`src/rtl/counter_sequencer.sv`:
```
// counter_sequencer: issues load / inc / dec commands to the 6-bit up/down
// counter for one run request. It keeps a shadow copy of the counter value
// that tracks every command it drives.
module counter_sequencer (
  input  logic       clk,
  input  logic       reset,
  input  logic       req_valid,
  output logic       req_ready,
  input  logic [5:0] req_start,
  input  logic [5:0] req_count,
  input  logic       req_dir,
  input  logic       abort,
  output logic [2:0] ctr_control,
  output logic [5:0] ctr_data,
  output logic       busy,
  output logic       done,
  output logic [5:0] shadow,
  output logic       shadow_valid
);

  typedef enum logic [1:0] {
    S_IDLE,
    S_LOAD,
    S_STEP,
    S_DONE
  } state_e;

  localparam logic [2:0] CTL_HOLD = 3'b000;
  localparam logic [2:0] CTL_LOAD = 3'b100;
  localparam logic [2:0] CTL_INC  = 3'b010;
  localparam logic [2:0] CTL_DEC  = 3'b011;

  state_e     state_q, state_d;
  logic [5:0] remaining_q, remaining_d;
  logic       dir_q, dir_d;
  logic [5:0] data_q, data_d;
  logic [5:0] shadow_q, shadow_d;
  logic       shadow_valid_q, shadow_valid_d;

  // Next-state logic and state-decoded outputs.
  always_comb begin
    // NOTE: every signal written here gets a default first, so no path
    // leaves it unassigned and no latch is inferred.
    state_d     = state_q;
    remaining_d = remaining_q;
    dir_d       = dir_q;
    data_d      = data_q;
    ctr_control = CTL_HOLD;
    busy        = 1'b0;
    done        = 1'b0;
    req_ready   = 1'b0;

    unique case (state_q)
      S_IDLE: begin
        // Ready is masked by reset so no request is ever acknowledged on a
        // reset edge.
        req_ready = !reset;
        if (req_valid && !reset) begin
          state_d     = S_LOAD;
          data_d      = req_start;
          remaining_d = req_count;
          dir_d       = req_dir;
        end
      end
      S_LOAD: begin
        ctr_control = CTL_LOAD;
        busy        = 1'b1;
        if (abort)                   state_d = S_IDLE;
        else if (remaining_q != 6'd0) state_d = S_STEP;
        else                          state_d = S_DONE;
      end
      S_STEP: begin
        ctr_control = dir_q ? CTL_DEC : CTL_INC;
        busy        = 1'b1;
        remaining_d = remaining_q - 6'd1;
        // Abort wins over completion, so an aborted last step gives no done.
        if (abort)                    state_d = S_IDLE;
        else if (remaining_q == 6'd1) state_d = S_DONE;
      end
      S_DONE: begin
        done    = 1'b1;
        state_d = S_IDLE;
      end
      default: state_d = S_IDLE;
    endcase
  end

  // Shadow follows whatever command is on the bus this cycle, mod 64.
  always_comb begin
    shadow_d       = shadow_q;
    shadow_valid_d = shadow_valid_q;
    unique case (ctr_control)
      CTL_LOAD: begin
        shadow_d       = data_q;
        shadow_valid_d = 1'b1;
      end
      CTL_INC: shadow_d = shadow_q + 6'd1;
      CTL_DEC: shadow_d = shadow_q - 6'd1;
      default: shadow_d = shadow_q;
    endcase
  end

  // State and datapath registers with synchronous active-high reset.
  always_ff @(posedge clk) begin
    // NOTE: sequential state uses non-blocking assignments so all registers
    // update together from values sampled before the edge.
    if (reset) begin
      state_q        <= S_IDLE;
      remaining_q    <= 6'd0;
      dir_q          <= 1'b0;
      data_q         <= 6'd0;
      shadow_q       <= 6'd0;
      shadow_valid_q <= 1'b0;
    end else begin
      state_q        <= state_d;
      remaining_q    <= remaining_d;
      dir_q          <= dir_d;
      data_q         <= data_d;
      shadow_q       <= shadow_d;
      shadow_valid_q <= shadow_valid_d;
    end
  end

  // The load value register doubles as the data bus, so it holds the last
  // loaded value outside LOAD.
  assign ctr_data     = data_q;
  assign shadow       = shadow_q;
  assign shadow_valid = shadow_valid_q;

endmodule

```
`config.mk`:
```
export PLATFORM = sky130hd
export DESIGN_NAME = counter_sequencer
export DESIGN_NICKNAME = d
export VERILOG_FILES = /design/src/rtl/counter_sequencer.sv
export SDC_FILE = /design/constraint.sdc
export NUM_CORES = 1
export LEC_CHECK = 0
export CORE_MARGIN = 2
export CORE_UTILIZATION = 48
export DETAILED_ROUTE_END_ITERATION = 7
export PLACE_DENSITY = 0.91
export SYNTH_ARGS = -nofsm -noshare
export SYNTH_HDL_FRONTEND = slang
export SYNTH_SLANG_ARGS = --single-unit
```
`constraint.sdc`:
```
create_clock -name clk -period 2.6 [get_ports clk]
set_input_delay 0.52 -clock clk [delete_from_list [all_inputs] [get_ports clk]]
set_output_delay 0.52 -clock clk [all_outputs]
set_load 0.01 [all_outputs]
```
# After elaboration in Yosys (flattened, before gate mapping)
# Index checks and enable logic that the tools add are counted.
[totals] reg_bits=22 inputBits=17 out_inout_bits=19 word_cells=42
[op_classes] n_addsub=3 eq_ne=9 n_mux=14 reduce_logical=10
[op_table] op="one-hot mux 6 bit (3 select lines)" n=1
[op_table] op="one-hot mux 6 bit (2 select lines)" n=1
[op_table] op="subtractor 6 x 1 -> 6 bit, second input constant" n=2
[op_table] op="two-way mux 2 bit" n=4
[op_table] op="one-hot mux 2 bit (4 select lines)" n=1
[op_table] op="adder 6 x 1 -> 6 bit, second input constant" n=1
[op_table] op="== test 3 x 2 -> 1 bit, second input constant" n=2
[op_table] op="== test 6 x 1 -> 1 bit, second input constant" n=1
[op_table] op="two-way mux 6 bit" n=1
[op_table] op="one-hot mux 3 bit (2 select lines)" n=1
[op_table] op="AND reduction 2 bit" n=3
[op_table] op="nonzero test 6 bit" n=1
[op_table] op="two-way mux 1 bit" n=5
[op_table] op="== test 2 bit, second input constant" n=2
[op_table] op="== test 3 bit, second input constant" n=1
[op_table] op="inequality test 3 bit, second input constant" n=1
[op_table] op="nonzero test 3 bit" n=1
[op_table] op="== test 2 x 1 -> 1 bit, second input constant" n=1
[op_table] op="zero test 2 bit" n=1
[op_table] op="inequality test 2 bit, second input constant" n=1
[op_table] op="nonzero test 2 bit" n=1
[op_table] op="OR reduction 2 bit" n=1
[op_table] op="logical AND 1 bit" n=1
[op_table] op="zero test 1 bit" n=1

# Depth between registers and ports, before layout
[depth] word_depth=4 ltp_mapped=10 depth_no_buf=9

# Worst setup path after synthesis
# No wires, ideal clock.
[synth_path] kind="register to register" startpoint="reg state_q[0]" endpoint="reg shadow_q[4] (netlist: shadow[4])" setup_ns=0.074 t_arrival_ns=2.342 required_ns=2.526 setup_slack_ns=0.184 path_stages_with_launch=9 n_path_buf=0 period_less_slack_ns=2.416 path_cell_list="dfxtp_1 > inv_1 > ha_1 > nand4b_4 > xnor2_1 > ha_1 > or4b_1 > a211o_1 > a31oi_1"
[synth_via] elab_chain_cells=4 elab_cells_between_ends=8 cone_classes="eq/ne (5); mux (2); reduce/logical (1)"
[synth_lines] item="start: declaration" line_no="33" source="state_e state_q, state_d;"
[synth_lines] item="start signal: assignment" line_no="115" source="state_q <= state_d;"
[synth_lines] item="== test 2 bit or == test 2 x 1 -> 1 bit (tied branches)" line_no="53" source="unique case (state_q)"
[synth_lines] item="one-hot mux 3 bit (2 select lines) (*)" line_no="53"
[synth_lines] item="== test 3 x 2 -> 1 bit or == test 3 bit (tied branches)" line_no="92" source="unique case (ctr_control)"
[synth_lines] item="one-hot mux 6 bit (3 select lines) or nonzero test 3 bit (tied branches)"
[synth_lines] item="end signal: assignment" line_no="119" source="shadow_q <= shadow_d;"
[synth_lines] item="end: declaration" line_no="37" source="logic [5:0] shadow_q, shadow_d;"
# Every way passes the cells marked *; elsewhere a longest branch is shown, timed or not.
# A chain may end at the register's enable or synchronous reset.

# Final worst setup path
[layout_path] startpoint="reg state_q[0]" endpoint="out ctr_control[0]"
[layout_via] elab_chain_cells=2 elab_cells_between_ends=3 cone_classes="eq/ne (2); mux (1)"
[layout_lines] item="== test 2 bit or == test 2 x 1 -> 1 bit (tied branches)" line_no="53"
[layout_lines] item="one-hot mux 3 bit (2 select lines) (*)" line_no="53"
[layout_lines] item="end: declaration" line_no="13" source="output logic [2:0] ctr_control,"
# Marks and branches as above.

==> impl_metrics.yaml <==
routing:
  drt_pre_antenna_iters: 4
  drc: 0
  drtIter0Drc: 38
  ant_nets: 0
  wl_per_cell_um: 14.4
  num_vias: 1406
  via_per_inst: 5.96
  drt_wl_total_mm: 3.40
yosys:
  synth_top_family_by_area: "compound AO/OA/AOI/OAI gates"
  synth_nets: 196
  synth_area_sq_um: 1360
  ys_ff_latch: 22
  yosysMostFrequentCell: "a21oi_1"
  synth_seq_area_share_pct: 32.3
  synth_fa_ha_area_share_pct: 8.26
  yosys_warnings: 0
  synth-edff-count: 0
  async_reset_ff_share_pct: 0
  netlist_top_cells_count: "24 x a21oi_1, 22 x dfxtp_1, 17 x nand2_1"
  synthCells: 170
  synth_area_leaders: "dfxtp_1 32%, a21oi_1 8.8%, ha_1 8.3%"
  synth_top_area_share_pct: 32.3
  synthMuxAreaShare_pct: 3.85
  synth-compound-area-share_pct: 24.6
  syn_area_per_cell_sq_um: 8.02
  synthXorXnorAreaFrac_pct: 0.642
  synth_ff_type: "dfxtp_1"
  synth_top_area_cell: "dfxtp_1"
  ys_types: 43
  synth-simple-area-share_pct: 23.9
final_layout:
  nets: 232
  antennaDiodeCount: 0
  area_growth_pct: 32.5
  drive_gt1_share_pct: 8.78
  num-fill-cells: 219
power:
  p_leak_nw: 0.674
  clock_power_share_pct: 22.8
  swShare_pct: 31.5
  comb_power_share_pct: 30.5
  irDropWorstVdd_v: 0.000403
  intPower_w: 0.000584
  power_frac_seq_pct: 46.8
  pwr_density_cell_nw_per_um2: 472
  switchingPower_w: 0.000269
  total_power_w: 0.000853
clock_tree:
  clk_pin_slew_ns: 0.13
  ctsHoldBuffers: 0
  h-tree-depth: 1
  cts_buffers: 3
  cts_root_buffer: "clkbuf_4"
  cts_num_sinks: 22
  cts_max_path_buffers: 2
  cts_setup_buffers: 0
  cts_tree: "yes"
  insertion_delay_ns: 0.31
sta:
  skew_ns: 0.000992
  period_needed_ns: 2.52
  finalCritPeriodShare_pct: 97.0
  worstMarginPinSlew_ns: 0.440
  relSlewSlack_pct: 69.8
  fmax_mhz: 397
  slew_viol_final: 0
  setup_ws_ns: 0.0786
  setup_viol: 0
  hold_violations: 0
grt:
  grt_pass1_vias: 1272
  grt_use_total_pct: 21.7
  grt_max_degree: 26
  grt_first_pass_wirelength_mm: 5.69
  globalRouteOverflowTotal: 0
  antenna_found_initial: 0
hold_path:
  hold_path_class: "reg2reg"
run_status:
  status: "completed"
floorplanning:
  num_rows: 19
  io_pins: 36
  dieArea_sq_um: 3280
  core_sq_um: 2730
  die_h_um: 57.3
  die_x_um: 57.3
  start_util_pct: 49.9
setup_path:
  cp_max_fo: 12
  required_ns: 2.08
  start_kind: "flip-flop"
  cp.arrival_ns: 2.00
  criticalPathCategory: "reg2out"
  endpoint_kind: "output pin"
placed_design:
  portBuffers: 35
  dpl_worst_slack_ns: 0.196
  gp_congestion: 0.878
  place_hpwl_mm: 2.33
run:
  cap_violations: 0
sequential cells by signal, summed over array words and instances, names as in the netlist:
register      flops
state_q           2
ctr_data          6
remaining_q       6
shadow_valid      1
shadow            6
dir_q             1
cells in the final DEF, fill, tap and decap left out, types with 2 or more instances in the layout:
cell type,count
or3_1,3
o21ai_0,6
dfxtp_1,21
a21oi_1,24
ha_1,7
a211oi_1,3
mux2i_1,3
clkbuf_4,3
nand3_1,7
inv_1,7
nor2_1,13
buf_4,6
nand2_1,17
and3_1,3
a31oi_1,2
a211o_1,2
a41oi_1,2
nor2b_1,4
a22oi_1,2
and4b_1,2
nand4_1,4
mux2_2,2
nor3_1,3
clkdlybuf4s50_1,35
cell families after synthesis:
kind of cell / Yosys count
simple gates: 61
compound gates: 53
flops: 22
buf+inv: 19
fa+ha+maj: 9
mux: 5
xor+xnor: 1
metal layers:
metal | global-route usage (%) | part of all wire, %
met5 | 0 | 0
met4 | 5.98 | 1.5
met3 | 3.63 | 5.7
met1 | 28.9 | 46
met2 | 36.5 | 47
area by class of cell:
| cell class | instances | area [sq um] | share of cell area [%] |
|---|---|---|---|
| multi-input combinational | 129 | 850 | 47.0 |
| sequential | 22 | 442 | 24.4 |
| tap | 31 | 38.8 | 2.15 |
| clock buffer | 4 | 36.3 | 2.01 |
| inverter | 8 | 30.0 | 1.66 |
| timing repair buffer | 42 | 410 | 22.7 |
power by group through the flow:
stage               Clock (W)  Sequential, W  Combinational, W
CTS                  0.000196       0.000399          0.000257
global placement            0       0.000404          0.000245
floorplan                   0       0.000402          0.000144
finish               0.000194       0.000399          0.000260
global route         0.000215       0.000404          0.000286
detailed placement          0       0.000406          0.000248
per-stage QoR:
step / cells / utilization, % / hold WS (ns) / setup TNS, ns / instance area [sq um]
4_1_cts: 236 / 65.9 / 0.493 / 0 / 1800
5_1_grt: 236 / 66.1 / 0.513 / -0.00629 / 1810
2_1_floorplan: 170 / - / 0.463 / 0 / 1360
3_5_place_dp: 232 / 63.9 / 0.476 / 0 / 1750
6_report: 236 / 66.1 / 0.486 / 0 / 1810
3_3_place_gp: 232 / 63.9 / 0.449 / 0 / 1750
critical path, cell delays in order, from the launching register on:
cell and delay, ns:
dfxtp_2 0.39, inv_1 0.11, ha_4 0.30, buf_4 0.18, and3_1 0.18, clkdlybuf4s50_1 0.54
path summary, 6_finish.rpt:
check / from / to / slack, ns / cells past startpoint
worst max-delay path: state_q[0] / ctr_control[0] / 0.08 / 5
worst min-delay path: ctr_data[1] / ctr_data[1] / 0.49 / 2
worst max register to register: state_q[1] / shadow[4] / 0.27 / 8
worst min register to register: ctr_data[1] / ctr_data[1] / 0.49 / 2
timing repair:
| item | CTS | global route |
|---|---|---|
| gates cloned | 0 | 0 |
| resized for setup | 3 | 3 |
| endpoints found under the setup margin | 1 | 1 |
Note: power is estimated with default switching activity, not from simulation.
